===== src/rtl/fetch_queue_if.sv =====
// Fetch->decode and fetch->I-cache signal bundle. Trailing underscore marks active-low strobes.
interface fetch_queue_if #(
  parameter int ADDR = 32,
  parameter int INST = 32
);
  logic            ic_req_;
  logic [ADDR-1:0] ic_addr;
  logic            ic_ack_;
  logic [INST-1:0] ic_inst;
  logic            br_redirect_;
  logic [ADDR-1:0] br_target;
  logic            inst_e_;
  logic [ADDR-1:0] inst_pc;
  logic [INST-1:0] inst;
  logic            dec_stall;

  modport master (
    output ic_req_, ic_addr, inst_e_, inst_pc, inst,
    input  ic_ack_, ic_inst, br_redirect_, br_target, dec_stall
  );

  modport slave (
    input  ic_req_, ic_addr, inst_e_, inst_pc, inst,
    output ic_ack_, ic_inst, br_redirect_, br_target, dec_stall
  );
endinterface


===== src/rtl/fetch_queue.sv =====
// Sequential-PC fetcher: one outstanding I-cache request, returned (pc, inst) pairs
// buffered in a DEPTH-entry FIFO toward decode; a branch redirect flushes and restarts.
module fetch_queue #(
  parameter int              ADDR     = 32,
  parameter int              INST     = 32,
  parameter int              DEPTH    = 4,
  parameter logic [ADDR-1:0] RESET_PC = '0
) (
  input  logic          clk,
  input  logic          reset,
  fetch_queue_if.master fq
);
  localparam int              PW   = $clog2(DEPTH);
  localparam logic [ADDR-1:0] STEP = ADDR'(INST / 8);
  localparam logic [PW:0]     FULL = (PW + 1)'(DEPTH);

  typedef enum logic [1:0] {IDLE, REQ, DROP} state_e;

  state_e                            state_q;
  logic                              ic_req_q;
  logic [ADDR-1:0]                   ic_addr_q;
  logic [ADDR-1:0]                   fetch_pc_q;
  logic [DEPTH-1:0][ADDR+INST-1:0]   mem_q;
  logic [PW-1:0]                     wr_ptr_q, rd_ptr_q;
  logic [PW:0]                       count_q, count_d;

  logic redir, ack, push, pop;

  assign redir = ~fq.br_redirect_;
  assign ack   = ~fq.ic_ack_;
  assign pop   = (count_q != '0) && !fq.dec_stall && !redir;
  assign push  = (state_q == REQ) && ack && !redir;

  always_comb begin
    count_d = count_q;
    if (redir) count_d = '0;
    else begin
      if (push) count_d = count_d + (PW + 1)'(1);
      if (pop)  count_d = count_d - (PW + 1)'(1);
    end
  end

  // FIFO storage and pointers; a redirect wins over any same-cycle push/pop.
  always_ff @(posedge clk or posedge reset) begin
    if (reset) begin
      mem_q    <= '0;
      wr_ptr_q <= '0;
      rd_ptr_q <= '0;
      count_q  <= '0;
    end else begin
      count_q <= count_d;
      if (redir) begin
        wr_ptr_q <= '0;
        rd_ptr_q <= '0;
      end else begin
        if (push) begin
          mem_q[wr_ptr_q] <= {fetch_pc_q, fq.ic_inst};
          wr_ptr_q        <= wr_ptr_q + PW'(1);
        end
        if (pop) rd_ptr_q <= rd_ptr_q + PW'(1);
      end
    end
  end

  always_ff @(posedge clk or posedge reset) begin
    if (reset) begin
      state_q    <= IDLE;
      ic_req_q   <= 1'b1;
      ic_addr_q  <= RESET_PC;
      fetch_pc_q <= RESET_PC;
    end else begin
      case (state_q)
        IDLE: begin
          if (redir) fetch_pc_q <= fq.br_target;
          else if (count_q < FULL) begin
            state_q   <= REQ;
            ic_req_q  <= 1'b0;
            ic_addr_q <= fetch_pc_q;
          end
        end
        REQ: begin
          if (redir) begin
            fetch_pc_q <= fq.br_target;
            if (ack) begin
              state_q  <= IDLE;
              ic_req_q <= 1'b1;
            end else begin
              // Request already issued: let it complete, then throw the data away.
              state_q <= DROP;
            end
          end else if (ack) begin
            fetch_pc_q <= fetch_pc_q + STEP;
            if (count_d < FULL) ic_addr_q <= fetch_pc_q + STEP;
            else begin
              state_q  <= IDLE;
              ic_req_q <= 1'b1;
            end
          end
        end
        DROP: begin
          if (redir) fetch_pc_q <= fq.br_target;
          if (ack) begin
            state_q  <= IDLE;
            ic_req_q <= 1'b1;
          end
        end
        default: begin
          state_q  <= IDLE;
          ic_req_q <= 1'b1;
        end
      endcase
    end
  end

  assign fq.ic_req_            = ic_req_q;
  assign fq.ic_addr            = ic_addr_q;
  assign fq.inst_e_            = (count_q == '0);
  assign {fq.inst_pc, fq.inst} = mem_q[rd_ptr_q];
endmodule


===== src/flat_wrapper.sv =====
// flat-port wrapper written by rule: the top's interface ports become plain ports
module fetch_queue_flat 
#(
  parameter int              ADDR     = 32,
  parameter int              INST     = 32,
  parameter int              DEPTH    = 4,
  parameter logic [ADDR-1:0] RESET_PC = '0
)
  (clk, reset, fq_ic_req_, fq_ic_addr, fq_inst_e_, fq_inst_pc, fq_inst, fq_ic_ack_, fq_ic_inst, fq_br_redirect_, fq_br_target, fq_dec_stall);
  fetch_queue_if #(.ADDR(ADDR), .INST(INST)) fq_i ();
  input  logic clk;
  input  logic reset;
  output wire logic [$bits(fq_i.ic_req_)-1:0] fq_ic_req_;
  output wire logic [$bits(fq_i.ic_addr)-1:0] fq_ic_addr;
  output wire logic [$bits(fq_i.inst_e_)-1:0] fq_inst_e_;
  output wire logic [$bits(fq_i.inst_pc)-1:0] fq_inst_pc;
  output wire logic [$bits(fq_i.inst)-1:0] fq_inst;
  input wire logic [$bits(fq_i.ic_ack_)-1:0] fq_ic_ack_;
  input wire logic [$bits(fq_i.ic_inst)-1:0] fq_ic_inst;
  input wire logic [$bits(fq_i.br_redirect_)-1:0] fq_br_redirect_;
  input wire logic [$bits(fq_i.br_target)-1:0] fq_br_target;
  input wire logic [$bits(fq_i.dec_stall)-1:0] fq_dec_stall;
  assign fq_ic_req_ = fq_i.ic_req_;
  assign fq_ic_addr = fq_i.ic_addr;
  assign fq_inst_e_ = fq_i.inst_e_;
  assign fq_inst_pc = fq_i.inst_pc;
  assign fq_inst = fq_i.inst;
  assign fq_i.ic_ack_ = fq_ic_ack_;
  assign fq_i.ic_inst = fq_ic_inst;
  assign fq_i.br_redirect_ = fq_br_redirect_;
  assign fq_i.br_target = fq_br_target;
  assign fq_i.dec_stall = fq_dec_stall;
  fetch_queue #(.ADDR(ADDR), .INST(INST), .DEPTH(DEPTH), .RESET_PC(RESET_PC)) u_core (.clk(clk), .reset(reset), .fq(fq_i));
endmodule

===== config.mk =====
export PLATFORM = sky130hd
export DESIGN_NAME = fetch_queue_flat
export DESIGN_NICKNAME = d
export VERILOG_FILES = /design/src/rtl/fetch_queue_if.sv /design/src/rtl/fetch_queue.sv /design/src/flat_wrapper.sv
export SDC_FILE = /design/constraint.sdc
export NUM_CORES = 1
export LEC_CHECK = 0
export BUFFER_PORTS_ARGS = -buffer_cell sky130_fd_sc_hd__buf_2
export CORE_UTILIZATION = 55
export CTS_CLUSTER_DIAMETER = 40
export DETAILED_ROUTE_END_ITERATION = 6
export GPL_TIMING_DRIVEN = 0
export PLACE_DENSITY = 0.75
export SLEW_MARGIN = 20
export SYNTH_ARGS = -nofsm -noshare
export SYNTH_HDL_FRONTEND = slang
export SYNTH_SLANG_ARGS = --single-unit
export TNS_END_PERCENT = 100

===== constraint.sdc =====
create_clock -name clk -period 19.3 [get_ports clk]
set_input_delay 3.86 -clock clk [delete_from_list [all_inputs] [get_ports clk]]
set_output_delay 3.86 -clock clk [all_outputs]
set_load 0.01 [all_outputs]

# Word level (Yosys, flattened, before mapping)
# Index checks and enable logic that the tools add are counted.
# word_totals
regBits	330
latch_bits	0
ram_bits	0
mem_bits_ro	0
inputBits	69
out_inout_bits	98
wordCells	90
n_memories	0
# classes
n_addsub	5
mul	0
n_div	0
magnitude_cmp	5
n_eq_ne	13
shifts	0
n_mux	38
bitwise	1
reduce_logical	17
# ops
cell	n
256-bit bitwise mux	1
32-bit two-way mux	8
64-bit binary-select mux with 2-bit select	1
64-bit demux with 2-bit select	1
64-bit two-way mux	2
32-bit one-hot mux with 2 select lines	2
32-bit by 3-bit adder with 32-bit output, second input constant	1
2-bit two-way mux	11
3-bit two-way mux	4
2-bit inequality test, second input constant	6
2-bit by 3-bit less-than comparator with 1-bit output, second input constant	2
3-bit less-than comparator, second input constant	2
1-bit two-way mux	6
2-bit by 1-bit inequality test with 1-bit output, second input constant	3
3-bit inequality test, second input constant	2
2-bit one-hot mux with 3 select lines	1
6-bit AND reduction	1
1-bit logical AND	5
5-bit AND reduction	1
2-bit by 1-bit adder with 2-bit output, second input constant	2
4-bit AND reduction	1
2-bit nonzero test	2
3-bit by 1-bit adder with 3-bit output, second input constant	1
3-bit zero test	1
12 further kinds	12

# Logic depth before layout (Yosys ltp)
# logic_depth
depth_word	13
depth_mapped	11
mapped_depth_nobuf	9

# Worst setup path after synthesis
# OpenSTA, ideal clock, no wires.
# synth_timing
path_type	input port to flip-flop
start	input fq_ic_ack_
end	register u_core.ic_addr_q[0], in the netlist u_core.fq.ic_addr[0]
setup_time_ns	0.125
t_arrival_ns	6.259
required_time_ns	19.175
path_slack_ns	12.916
stages	11
n_path_buf	2
cell_sequence	and4bb_1 > buf_6 > nor2_1 > a21oi_1 > ha_1 > inv_1 > o311a_1 > or4_4 > a31oi_4 > buf_12 > mux2_4
# synth_between
elab_chain_len	11
word_cells_on_any_way	12
classes_between	add/sub (1); order compare (1); eq/ne (2); mux (4); bitwise (1); reduce/logical (3)
# synth_lines
element	line	text
from (decl)	flat_wrapper.sv:18	input wire logic [$bits(fq_i.ic_ack_)-1:0] fq_ic_ack_;
1-bit inverter	fetch_queue.sv:30	assign ack = ~fq.ic_ack_;
1-bit logical AND (2 in series)	fetch_queue.sv:32	assign push = (state_q == REQ) && ack && !redir;
3-bit two-way mux	fetch_queue.sv:38	if (push) count_d = count_d + (PW + 1)'(1);
3-bit two-way mux	fetch_queue.sv:36	if (redir) count_d = '0;
3-bit by 1-bit subtractor with 3-bit output	fetch_queue.sv:39	if (pop) count_d = count_d - (PW + 1)'(1);
3-bit two-way mux	fetch_queue.sv:39	
3-bit two-way mux	fetch_queue.sv:36	
3-bit less-than comparator	fetch_queue.sv:93	if (count_d < FULL) ic_addr_q <= fetch_pc_q + STEP;
2-bit inequality test (no source line)	--	
6-bit AND reduction (no source line) *	--	
to (signal assigned)	fetch_queue.sv:78	ic_addr_q <= fetch_pc_q;
to (signal assigned)	fetch_queue.sv:93	
to (decl)	fetch_queue.sv:21	logic [ADDR-1:0] ic_addr_q;
# Every way passes the cells marked *; elsewhere a longest branch is shown, timed or not. The select of a mux whose other input is x is not followed.
# A chain may end at the register's enable or synchronous reset.

# Final worst setup path
# layout_timing
start	register u_core.rd_ptr_q[1]
end	output fq_inst_pc[13]
# layout_between
elab_chain_len	2
# layout_lines
element	line	text
from (decl)	fetch_queue.sv:24	logic [PW-1:0] wr_ptr_q, rd_ptr_q;
from (signal assigned)	fetch_queue.sv:60	if (pop) rd_ptr_q <= rd_ptr_q + PW'(1);
64-bit binary-select mux with 2-bit select	fetch_queue.sv:118	assign {fq.inst_pc, fq.inst} = mem_q[rd_ptr_q];
64-bit two-way mux (implied by the code)	fetch_queue.sv:118	
to (decl)	flat_wrapper.sv:16	output wire logic [$bits(fq_i.inst_pc)-1:0] fq_inst_pc;
# No other way between the ends. The select of a mux whose other input is x is not followed.

==> reports/results.txt <==
Finished Core Util: 0.664
Seq cells post-synth: 330
commonest non-fill, non-tap cells in the layout: dfrtp_1 (329), mux2_2 (255), buf_2 (172), clkbuf_1 (78), mux4_2 (64)
largest net degree at the start of global routing: 106
critical path cell sequence: clkbuf_1, clkbuf_1, mux4_2, buf_2
max-slew violations: 0
Core Area: 0.0278 mm2
Synth cell types: 59
Synth Area in Compound Gates: 0.0440
1st-iter DRT viols: 687
Post-Synth Simple-Gate Area: 0.0553
multi-input combinational cell area: 0.00678 mm2
Post-synth EDFFs: 0
Final ANT Viol Nets: 0
first-pass GRT wire length: 56.9 mm
crit path DAT: 2770 ps
Longest Clk Path Bufs: 3
# setup viols final: 0
Place WS: 12,500 ps
Vias: 10,200
Initial Util: 0.558
H-tree lvl count: 2
post-cts sizing count: 0
crit-path max cell delay: 790 ps
Final HPWL DP: 24.3 mm
slowest CP cell: clkbuf_1
routed vias/inst: 5.89
Hold Vio Cnt, Final: 0
delay-heaviest family, CP: buffers and inverters
Buf/Inv on CP: 3
GRT Resource Usage Total: 0.259
number of placement rows: 61
HP Class: reg -> reg
DIE AREA: 0.0289 mm2
detailed-route DRC error count: 0
CP Class: reg -> out
xor/xnor share of the synthesized area: 0.0219
drt first pass iters: 5
adder-cell share of the synthesized area: 0.00646
Clock transition at path regs: 60 ps
Max rail drop VDD: 0.0859 mV
Post-CTS Hold Buffers: 0
CTS buffer count: 44
CTS root buf: clkbuf_16
total setup buffers inserted after CTS: 0
initial antenna violation count: 1
Syn Area/Cell: 14.0 um2
die width: 170 um
CP Launch Type: flip-flop
WL met1: 15.4 mm
Fin Setup TNS: 0 ps
# IOs: 167
post-route minimum period: 6630 ps
commonest non-fill, non-tap cell in the layout: dfrtp_1
crit path max fanout: 10
Layout Nets: 1,399
yosys warns: 0
GRT Residual Overflow: 0
Skew-Pair Late Insertion Delay: 540 ps
I/O Buffers: 166
Syn Inst Count: 1,107
status: finished clean
CTS tree: done
CTS Sinks: 330
DRT Wirelength: 36.1 mm
mux share of post-synthesis cell area: 0.309
fill count: 2,078
period utilisation layout: 0.343
routability congestion estimate: 0.900
max_cap viols: 0
unrepaired setup endpoints after global routing: no
post-route setup slack: 12,670 ps
Leak Pwr: 0.00846 uW
ys async rst share: 1.00
routed length per placed instance: 20.8 um
Sequential Area: 0.00826 mm2
highest routed layer: met4
Slew HR: 0.353
share of cells above drive strength 1: 0.455
main flop type after synthesis: dfrtp_1
number of global-route vias before repair: 10,300
Pwr Density: 155 mW/mm2
die height: 170 um
Syn Nets: 1,184
met2 wire len: 17.3 mm
main combinational cell family by area after synthesis: multiplexers
Critical Path Sink Type: output port
fmax: 151 MHz
Worst EP required: 15,440 ps
clock skew: 17.1 ps
CP most frequent cell: clkbuf_1
Layout area overhead: 19.0%
metal3 WL: 2.05 mm
Seq/Total Area, Yosys: 0.533
Slew @ Worst Pin: 971 ps
Post-Syn Area: 0.0155 mm2
cells in the mapped netlist (3+ instances only):
| master | number | area, um2 |
|---|---|---|
| nor2_1 | 33 | 124 |
| mux2_4 | 30 | 450 |
| nor2b_1 | 3 | 18.8 |
| a21oi_1 | 33 | 165 |
| nand4_1 | 17 | 106 |
| inv_1 | 8 | 30.0 |
| clkbuf_1 | 74 | 278 |
| xor2_1 | 7 | 61.3 |
| mux4_2 | 64 | 1440 |
| a2bb2oi_1 | 11 | 96.3 |
| a31oi_1 | 3 | 18.8 |
| dfrtp_1 | 329 | 8230 |
| and3_1 | 7 | 43.8 |
| a22oi_1 | 3 | 22.5 |
| and2_1 | 5 | 31.3 |
| nand3_1 | 24 | 120 |
| ha_1 | 8 | 100 |
| xnor2_1 | 29 | 254 |
| buf_2 | 5 | 25.0 |
| or3_1 | 3 | 18.8 |
| nand2_1 | 48 | 180 |
| buf_1 | 11 | 41.3 |
| mux2_2 | 255 | 2870 |
| o21ai_0 | 26 | 130 |
| nor4_1 | 5 | 31.3 |
| buf_12 | 3 | 60.1 |
| nor3_1 | 9 | 45.0 |
| o22ai_1 | 14 | 87.6 |
cells by family (layout without fill, tap and decap cells):
| group | count (synthesis) | count (layout) |
|---|---|---|
| simple gates | 169 | 169 |
| buf+inv | 106 | 354 |
| mux | 352 | 352 |
| other cells | 0 | 1 |
| fa+ha+maj | 8 | 8 |
| compound gates | 105 | 105 |
| xor+xnor | 37 | 37 |
| flops | 330 | 330 |
routing by layer:
layer / up-vias / global-route usage
met2: 373 / 0.404
li1: 4521 / -
met4: 0 / 0.110
met1: 5224 / 0.360
met5: - / 0
met3: 91 / 0.0451
sequential cells by signal, summed over array words and instances, names as in the netlist:
name and flops:
u_core.fq.ic_req_ 1, u_core.fetch_pc_q 32, u_core.mem_q 256, u_core.wr_ptr_q 2
u_core.count_q 3, u_core.fq.ic_addr 32, u_core.rd_ptr_q 2, u_core.state_q 2
through the flow:
| stage | hold slack [ps] | cell area, um2 | power, uW | std cells |
|---|---|---|---|---|
| final | 489 | 18500 | 2860 | 1734 |
| after global routing | 507 | 18500 | 3010 | 1734 |
| after CTS | 488 | 18400 | 2880 | 1733 |
| after detailed placement | 474 | 16900 | 2020 | 1654 |
| after global placement | 458 | 16800 | 1990 | 1651 |
| after floorplan | 445 | 15500 | 1700 | 1107 |
worst paths after layout:
path,from,end,slack (ps),cells after the start
hold / removal,u_core.mem_q[173],u_core.mem_q[173],490,2
setup reg to reg,u_core.state_q[1],u_core.fq.ic_addr[6],16040,11
max in group asynchronous,reset,u_core.fq.ic_addr[10],14760,4
hold reg to reg,u_core.mem_q[173],u_core.mem_q[173],490,2
setup / recovery,u_core.rd_ptr_q[1],fq_inst_pc[13],12670,4
min in group asynchronous,reset,u_core.mem_q[17],3280,2
power by group:
| group | total (uW) | leakage, uW | internal [uW] | switching (uW) |
|---|---|---|---|---|
| logic | 998 | 0.00348 | 517 | 481 |
| clock network | 846 | 0.000758 | 532 | 314 |
| registers | 1020 | 0.00422 | 904 | 112 |
worst reg2reg max path, cell delays in order, from the launching register on:
cell and delay (ps):
dfrtp_1 450, and4bb_1 310, buf_6 150, nor2_1 50, a21oi_1 150, ha_1 200
inv_1 90, o311a_1 360, or4_4 440, a31oi_4 410, buf_12 220, mux2_4 310
layout make-up:
class / instances / share of cell area
Antenna cell: 1 / 0.000136
Buffer: 97 / 0.0235
Clock buffer: 53 / 0.0654
Clock inverter: 26 / 0.0184
Inverter: 9 / 0.00224
Multi-Input combinational cell: 671 / 0.367
Sequential cell: 330 / 0.448
Tap cell: 378 / 0.0256
Timing Repair Buffer: 169 / 0.0495
Power figures use the tool's default switching activity.
